[src/rtl/cpu_ctrl_pkg.sv]
// ---------------------------------------------------------------------------
// cpu_ctrl_pkg
// Shared encodings for the multicycle CPU PC-control path:
//   - op_class codes presented by the decoder
//   - PC source mux select codes
//   - exception cause codes
//   - pc_sequencer state enumeration
//   - exception priority helper (invalid > divzero > overflow)
// ---------------------------------------------------------------------------
package cpu_ctrl_pkg;

   // Decoder op_class encodings; 9..15 are illegal
   localparam logic [3:0] OPC_SEQ = 4'd0;
   localparam logic [3:0] OPC_BEQ = 4'd1;
   localparam logic [3:0] OPC_BNE = 4'd2;
   localparam logic [3:0] OPC_BLE = 4'd3;
   localparam logic [3:0] OPC_BGT = 4'd4;
   localparam logic [3:0] OPC_J   = 4'd5;
   localparam logic [3:0] OPC_JAL = 4'd6;
   localparam logic [3:0] OPC_JR  = 4'd7;
   localparam logic [3:0] OPC_RTE = 4'd8;

   // PC source mux selects
   localparam logic [2:0] PCSRC_ALU    = 3'b000;
   localparam logic [2:0] PCSRC_ALUOUT = 3'b001;
   localparam logic [2:0] PCSRC_JUMP   = 3'b010;
   localparam logic [2:0] PCSRC_EPC    = 3'b011;
   localparam logic [2:0] PCSRC_VEC    = 3'b100;

   // Exception cause codes
   localparam logic [1:0] EXC_NONE    = 2'd0;
   localparam logic [1:0] EXC_INVALID = 2'd1;
   localparam logic [1:0] EXC_DIVZERO = 2'd2;
   localparam logic [1:0] EXC_OVERFLOW = 2'd3;

   typedef enum logic [2:0] {
      RST_S    = 3'd0,
      FETCH    = 3'd1,
      DECODE   = 3'd2,
      RESOLVE  = 3'd3,
      EXC_SAVE = 3'd4,
      EXC_LOAD = 3'd5,
      EXC_JUMP = 3'd6
   } pc_state_e;

   // Highest-priority pending exception; EXC_NONE when nothing is raised
   function automatic logic [1:0] exc_prio(input logic inv, input logic dz, input logic ovf);
      logic [1:0] code;
      if (inv) begin
         code = EXC_INVALID;
      end else if (dz) begin
         code = EXC_DIVZERO;
      end else if (ovf) begin
         code = EXC_OVERFLOW;
      end else begin
         code = EXC_NONE;
      end
      return code;
   endfunction

endpackage

[src/rtl/pc_branch_eval.sv]
// ---------------------------------------------------------------------------
// pc_branch_eval
// Combinational resolution of a latched op_class against the ALU flags.
// Ports:
//   op_class  in  4  latched op class
//   flag_zero in  1  ALU zero flag
//   flag_gt   in  1  ALU greater-than flag
//   take      out 1  PC should be loaded this cycle
//   sel       out 3  PC source for the load (meaningful only when take=1)
//   link      out 1  link register write (JAL)
//   illegal   out 1  op_class is not a defined class
// ---------------------------------------------------------------------------
module pc_branch_eval
   import cpu_ctrl_pkg::*;
(
   input  logic [3:0] op_class,
   input  logic       flag_zero,
   input  logic       flag_gt,
   output logic       take,
   output logic [2:0] sel,
   output logic       link,
   output logic       illegal
);

   // Decode op class and flags into a PC load decision
   always_comb begin
      take    = 1'b0;
      sel     = PCSRC_ALU;
      link    = 1'b0;
      illegal = 1'b0;
      case (op_class)
         OPC_SEQ: begin
            take = 1'b0;
         end
         OPC_BEQ: begin
            take = flag_zero;
            sel  = PCSRC_ALUOUT;
         end
         OPC_BNE: begin
            take = ~flag_zero;
            sel  = PCSRC_ALUOUT;
         end
         OPC_BLE: begin
            take = ~flag_gt;
            sel  = PCSRC_ALUOUT;
         end
         OPC_BGT: begin
            take = flag_gt;
            sel  = PCSRC_ALUOUT;
         end
         OPC_J: begin
            take = 1'b1;
            sel  = PCSRC_JUMP;
         end
         OPC_JAL: begin
            take = 1'b1;
            sel  = PCSRC_JUMP;
            link = 1'b1;
         end
         OPC_JR: begin
            take = 1'b1;
            sel  = PCSRC_ALU;
         end
         OPC_RTE: begin
            take = 1'b1;
            sel  = PCSRC_EPC;
         end
         default: begin
            illegal = 1'b1;
         end
      endcase
   end

endmodule

[src/rtl/pc_sequencer.sv]
// ---------------------------------------------------------------------------
// pc_sequencer
// Multicycle PC-update controller: sequences instruction fetch, branch/jump
// resolution and exception entry, driving the PC source mux and PC/EPC/RA
// write enables.
// Ports:
//   clk, reset            clock and synchronous active-high reset
//   op_valid, op_class    decoder handshake and op class
//   flag_zero, flag_gt    ALU compare flags (used in RESOLVE)
//   exc_invalid/divzero/overflow  exception requests (used in RESOLVE)
//   pc_src_sel, pc_write  PC mux select and PC load enable
//   epc_write, ra_write   EPC and link register load enables
//   exc_cause             cause of the most recent exception (held)
//   fetch_req             instruction memory read request
//   busy_exc              high while in an exception state
// ---------------------------------------------------------------------------
module pc_sequencer
   import cpu_ctrl_pkg::*;
#(
   parameter int FETCH_WAIT = 2,
   parameter int VEC_WAIT   = 2
)(
   input  logic       clk,
   input  logic       reset,
   input  logic       op_valid,
   input  logic [3:0] op_class,
   input  logic       flag_zero,
   input  logic       flag_gt,
   input  logic       exc_invalid,
   input  logic       exc_divzero,
   input  logic       exc_overflow,
   output logic [2:0] pc_src_sel,
   output logic       pc_write,
   output logic       epc_write,
   output logic       ra_write,
   output logic [1:0] exc_cause,
   output logic       fetch_req,
   output logic       busy_exc
);

   localparam int MAX_WAIT = (FETCH_WAIT > VEC_WAIT) ? FETCH_WAIT : VEC_WAIT;
   localparam int CNT_W    = $clog2(MAX_WAIT) + 1;
   localparam logic [CNT_W-1:0] CNT_ZERO   = '0;
   localparam logic [CNT_W-1:0] CNT_ONE    = CNT_W'(1);
   localparam logic [CNT_W-1:0] FETCH_LAST = CNT_W'(FETCH_WAIT - 1);
   localparam logic [CNT_W-1:0] VEC_LAST   = CNT_W'(VEC_WAIT - 1);

   pc_state_e        state_r, state_s;
   logic [CNT_W-1:0] cnt_r, cnt_s;
   logic [3:0]       op_r, op_s;
   logic [1:0]       cause_r, cause_s;

   logic       take_s;
   logic [2:0] br_sel_s;
   logic       link_s;
   logic       illegal_s;
   logic [1:0] exc_code_s;

   pc_branch_eval u_branch_eval (
      .op_class  (op_r),
      .flag_zero (flag_zero),
      .flag_gt   (flag_gt),
      .take      (take_s),
      .sel       (br_sel_s),
      .link      (link_s),
      .illegal   (illegal_s)
   );

   // An undefined op class is reported as an invalid-opcode exception
   assign exc_code_s = exc_prio(exc_invalid | illegal_s, exc_divzero, exc_overflow);
   assign exc_cause  = cause_r;

   // Next-state, counter and output decode
   always_comb begin
      state_s    = state_r;
      cnt_s      = cnt_r;
      op_s       = op_r;
      cause_s    = cause_r;
      pc_src_sel = PCSRC_ALU;
      pc_write   = 1'b0;
      epc_write  = 1'b0;
      ra_write   = 1'b0;
      fetch_req  = 1'b0;
      busy_exc   = 1'b0;
      case (state_r)
         RST_S: begin
            state_s = FETCH;
            cnt_s   = CNT_ZERO;
         end
         FETCH: begin
            fetch_req = 1'b1;
            if (cnt_r == FETCH_LAST) begin
               pc_write   = 1'b1;
               pc_src_sel = PCSRC_ALU;
               cnt_s      = CNT_ZERO;
               state_s    = DECODE;
            end else begin
               cnt_s = cnt_r + CNT_ONE;
            end
         end
         DECODE: begin
            if (op_valid) begin
               op_s    = op_class;
               cnt_s   = CNT_ZERO;
               state_s = RESOLVE;
            end else begin
               state_s = DECODE;
            end
         end
         RESOLVE: begin
            cnt_s = CNT_ZERO;
            if (exc_code_s != EXC_NONE) begin
               cause_s = exc_code_s;
               state_s = EXC_SAVE;
            end else begin
               pc_write   = take_s;
               // Select is only shown alongside an actual PC load
               pc_src_sel = take_s ? br_sel_s : PCSRC_ALU;
               ra_write   = take_s & link_s;
               state_s    = FETCH;
            end
         end
         EXC_SAVE: begin
            busy_exc  = 1'b1;
            epc_write = 1'b1;
            cnt_s     = CNT_ZERO;
            state_s   = EXC_LOAD;
         end
         EXC_LOAD: begin
            busy_exc = 1'b1;
            if (cnt_r == VEC_LAST) begin
               cnt_s   = CNT_ZERO;
               state_s = EXC_JUMP;
            end else begin
               cnt_s = cnt_r + CNT_ONE;
            end
         end
         EXC_JUMP: begin
            busy_exc   = 1'b1;
            pc_write   = 1'b1;
            pc_src_sel = PCSRC_VEC;
            cnt_s      = CNT_ZERO;
            state_s    = FETCH;
         end
         default: begin
            cnt_s   = CNT_ZERO;
            state_s = RST_S;
         end
      endcase
   end

   // State, counter, latched op class and exception cause registers
   always_ff @(posedge clk) begin
      if (reset) begin
         state_r <= RST_S;
         cnt_r   <= CNT_ZERO;
         op_r    <= OPC_SEQ;
         cause_r <= EXC_NONE;
      end else begin
         state_r <= state_s;
         cnt_r   <= cnt_s;
         op_r    <= op_s;
         cause_r <= cause_s;
      end
   end

endmodule

[config.mk]
export PLATFORM = sky130hd
export DESIGN_NAME = pc_sequencer
export DESIGN_NICKNAME = d
export VERILOG_FILES = /design/src/rtl/cpu_ctrl_pkg.sv /design/src/rtl/pc_branch_eval.sv /design/src/rtl/pc_sequencer.sv
export SDC_FILE = /design/constraint.sdc
export NUM_CORES = 1
export LEC_CHECK = 0
export CORE_MARGIN = 2
export CORE_UTILIZATION = 46
export CTS_CLUSTER_SIZE = 20
export DETAILED_ROUTE_END_ITERATION = 8
export PLACE_DENSITY = 0.85
export SETUP_SLACK_MARGIN = 0.02
export SLEW_MARGIN = 20
export SYNTH_ARGS = -nofsm -noshare
export SYNTH_HDL_FRONTEND = slang
export SYNTH_HIERARCHICAL = 1
export SYNTH_SLANG_ARGS = --single-unit
[constraint.sdc]
create_clock -name clk -period 2.1 [get_ports clk]
set_input_delay 0.21 -clock clk [delete_from_list [all_inputs] [get_ports clk]]
set_output_delay 0.21 -clock clk [all_outputs]
set_load 0.02 [all_outputs]
==> results.py <==
metrics = {
    "hold_path": {
        "hold_depth": 1,
        "min_to": "cnt_r[1]$_SDFFE_PP0P_",
        "hold_start": "cnt_r[1]$_SDFFE_PP0P_",
        "hp-class": "reg -> reg",
    },
    "clock_tree": {
        "cts_root_buf": "clkbuf_4",
        "h-tree-depth": 1,
        "clock_sinks": 11,
        "ctsLongestPathBuffers": 2,
        "path_clk_slew_ps": 70,
        "ctsHoldBuffers": 0,
        "clkLatencyLatePin_ps": 260,
        "cts_inserted_buffers": 3,
        "cts_tree": "done",
    },
    "power": {
        "clkPwrFrac_pct": 32.0,
        "seqPwrFrac_pct": 48.9,
        "vdd_drop_max_v": 0.000356,
        "power_mw": 0.453,
        "leakagePower_nw": 0.408,
        "comb_power_share_pct": 19.1,
        "swShare_pct": 25.6,
        "p_int_mw": 0.337,
        "switchingPower_mw": 0.116,
        "p_per_area_nw_per_um2": 432,
    },
    "sta": {
        "rsz0062_at_grt": "true",
        "timing.hold.ws_ps": 479,
        "finalClockSkew_ps": 1.06,
        "period_needed_ps": 2030,
        "slew_violations": 0,
        "clock.fmax_mhz": 493,
        "hold_viol": 0,
        "setup_viol": 0,
        "period_share_pct": 96.7,
    },
    "final_layout": {
        "fin_cells": 133,
        "final_cell_mix": "clkdlybuf4s50_1, buf_4, nor2_1",
        "fin_area_um2": 1050,
        "layout-drive-gt1-share_pct": 31.6,
        "fin_util_pct": 68.0,
        "antenna-diode-count": 0,
        "area_growth_pct": 36.0,
        "finalNetCount": 130,
        "layout_commonest_cell": "clkdlybuf4s50_1",
    },
    "worst_setup_path": {
        "startpoint_type": "flip-flop",
        "crit_family": "simple AND/OR/NAND/NOR gates",
        "worst_r2r_endpoint": "exc_cause[0]$_SDFFE_PP0P_",
        "slowest_stage": "dfxtp_1",
        "r2r_cells": 5,
        "crit_type": "reg -> out",
        "critPathMaxStageDelay_ps": 330,
        "cp.required_ps": 1890,
        "cp.arrival_ps": 1820,
        "worstPathCellList": "buf_4 > nor2_1 > a311oi_1 > o2bb2ai_1 > and3_4 > and2_2 > clkdlybuf4s15_2",
        "endpoint_kind": "output port",
        "rr_startpoint": "op_r[1]$_SDFFE_PP0N_",
        "rrSetupSlack_ps": 580,
        "cp_max_fo": 8,
        "crit_buf_inv": 2,
    },
    "detailed_routing": {
        "first_iter_violations": 14,
        "routedWlPerCell_um": 12.4,
        "first_pass_iters": 4,
        "postRouteAntennaNets": 0,
        "totalWireLength_um": 1650,
        "drc": 0,
        "vias": 730,
        "vias_per_cell": 5.49,
    },
    "yosys": {
        "avgSynthCellArea_um2": 8.56,
        "synthCells": 90,
        "ys_ff_latch": 11,
        "synth_area_um2": 771,
        "yosysTopAreaCell": "dfxtp_1",
        "yosys-top-cells-area": "dfxtp_1, nor2_1, mux2i_1",
        "synth_nets": 102,
        "yosysSeqAreaShare_pct": 28.6,
        "yosysUniqueCellTypes": 40,
        "yosys_warnings": 6,
        "synth_top_area_share_pct": 28.6,
    },
    "grt": {
        "gr-usage-met2_pct": 28.9,
        "grt_usage_pct": 17.9,
        "grt-busiest-layer": "met2",
        "antenna_found_initial": 0,
        "grt_pass1_vias": 641,
        "grt.overflow.total": 0,
        "grt_start_max_net_pins": 12,
        "met3_usage_pct": 4.00,
        "met1_usage_pct": 22.3,
        "grt_pass1_wl_um": 2640,
    },
    "die": {
        "start_util_pct": 50.0,
        "core_um2": 1540,
        "ioPinCount": 22,
        "rows": 14,
        "die_area_um2": 2020,
        "die_x_um": 44.9,
        "die_h_um": 44.9,
    },
    "placed_design": {
        "placed_area_um2": 997,
        "port_buffers": 21,
        "globalplace.congestion": 0.744,
        "hpwl_um": 1250,
        "place_inst": 127,
    },
    "job": {
        "cap_violations": 0,
    },
    "outcome": {
        "status": "finished, final reports clean",
    },
}
## stage by stage
stage               setup slack [ps]  TNS [ps]
floorplan                        360         0
global placement                -154      -600
detailed placement              -222      -858
CTS                             33.0         0
global route                   -32.0     -40.0
finish                          69.6         0
## what timing repair did
item                                    CTS  global route
endpoints found under the setup margin    5             5
pin swaps                                 1             1
gates resized for setup                  14             6
setup buffers                             0             2
## state kept, by name, indices dropped and copies added (netlist names)
name,flops
exc_cause,2
cnt_r,2
op_r,4
state_r,3
## power by group through the flow
stage	logic (mW)	clock network, mW	registers (mW)
after floorplan	0.0486	0	0.223
after global placement	0.0804	0	0.225
after detailed placement	0.0827	0	0.226
after CTS	0.0849	0.150	0.221
after global routing	0.0934	0.160	0.223
final	0.0867	0.145	0.222
## logic make-up (layout without fill, tap and decap cells)
logic type             after synthesis  after routing  synth area share (%)
AO/OA/AOI/OAI                       21             21                  18.3
XOR/XNOR                             1              1                  1.14
buffers and inverters               12             39                  11.2
flip-flops                          11             11                  28.6
multiplexers                         4              4                  5.20
other                                1              1                 0.487
AND/OR/NAND/NOR                     40             40                  35.1
## cell type report
class / count / area (um2)
fill: 124 / 493
tap: 16 / 20.0
clock buffer: 4 / 26.3
sequential: 11 / 224
inverter: 2 / 7.51
timing repair buffer: 33 / 293
multi-input combinational: 67 / 478
## worst max-delay path by stage
stage	start	to	slack (ps)	cells after the start
floorplan	op_r[0]$_SDFFE_PP0N_	pc_src_sel[0]	360	5
finish	op_r[1]$_SDFFE_PP0N_	pc_src_sel[1]	70	7
global route	op_r[0]$_SDFFE_PP0N_	pc_src_sel[1]	-30	7
detailed placement	exc_divzero	pc_src_sel[1]	-220	5
CTS	op_r[2]$_SDFFE_PP0N_	pc_src_sel[1]	30	7
global placement	exc_divzero	ra_write	-150	5
## worst register-to-register path: cells and delay by family (launching register included)
family / cells / cell delay (ps)
AOI/OAI and AO/OA: 3 / 610
and+or+nand+nor: 1 / 330
DFF: 1 / 310
buffers and inverters: 1 / 140
## cells in the mapped netlist (all sizes together)
cell     count
nor4         1
nor2        11
nor3         2
o31a         2
and3b        1
and4bb       1
o22ai        1
inv          2
xor2         1
and3         1
a21oi        7
a311oi       2
a211o        1
o21bai       1
buf          8
nand4b       1
nand2        4
mux2i        4
and2         3
o21ai        1
dfxtp       11
nor3b        5
a21boi       1
conb         1
clkbuf       2
nor4b        1
and4b        1
a31oi        3
nor2b        4
or3          1
a21o         1
nand2b       1
o2bb2ai      1
or2          2
## per-layer routing
metal | up-vias | part of all wire [%]
met3 | 7 | 4.7
met4 | 0 | 1.9
met1 | 332 | 43
met5 | - | 0
met2 | 18 | 51
li1 | 373 | -
Power figures use the tool's default switching activity.
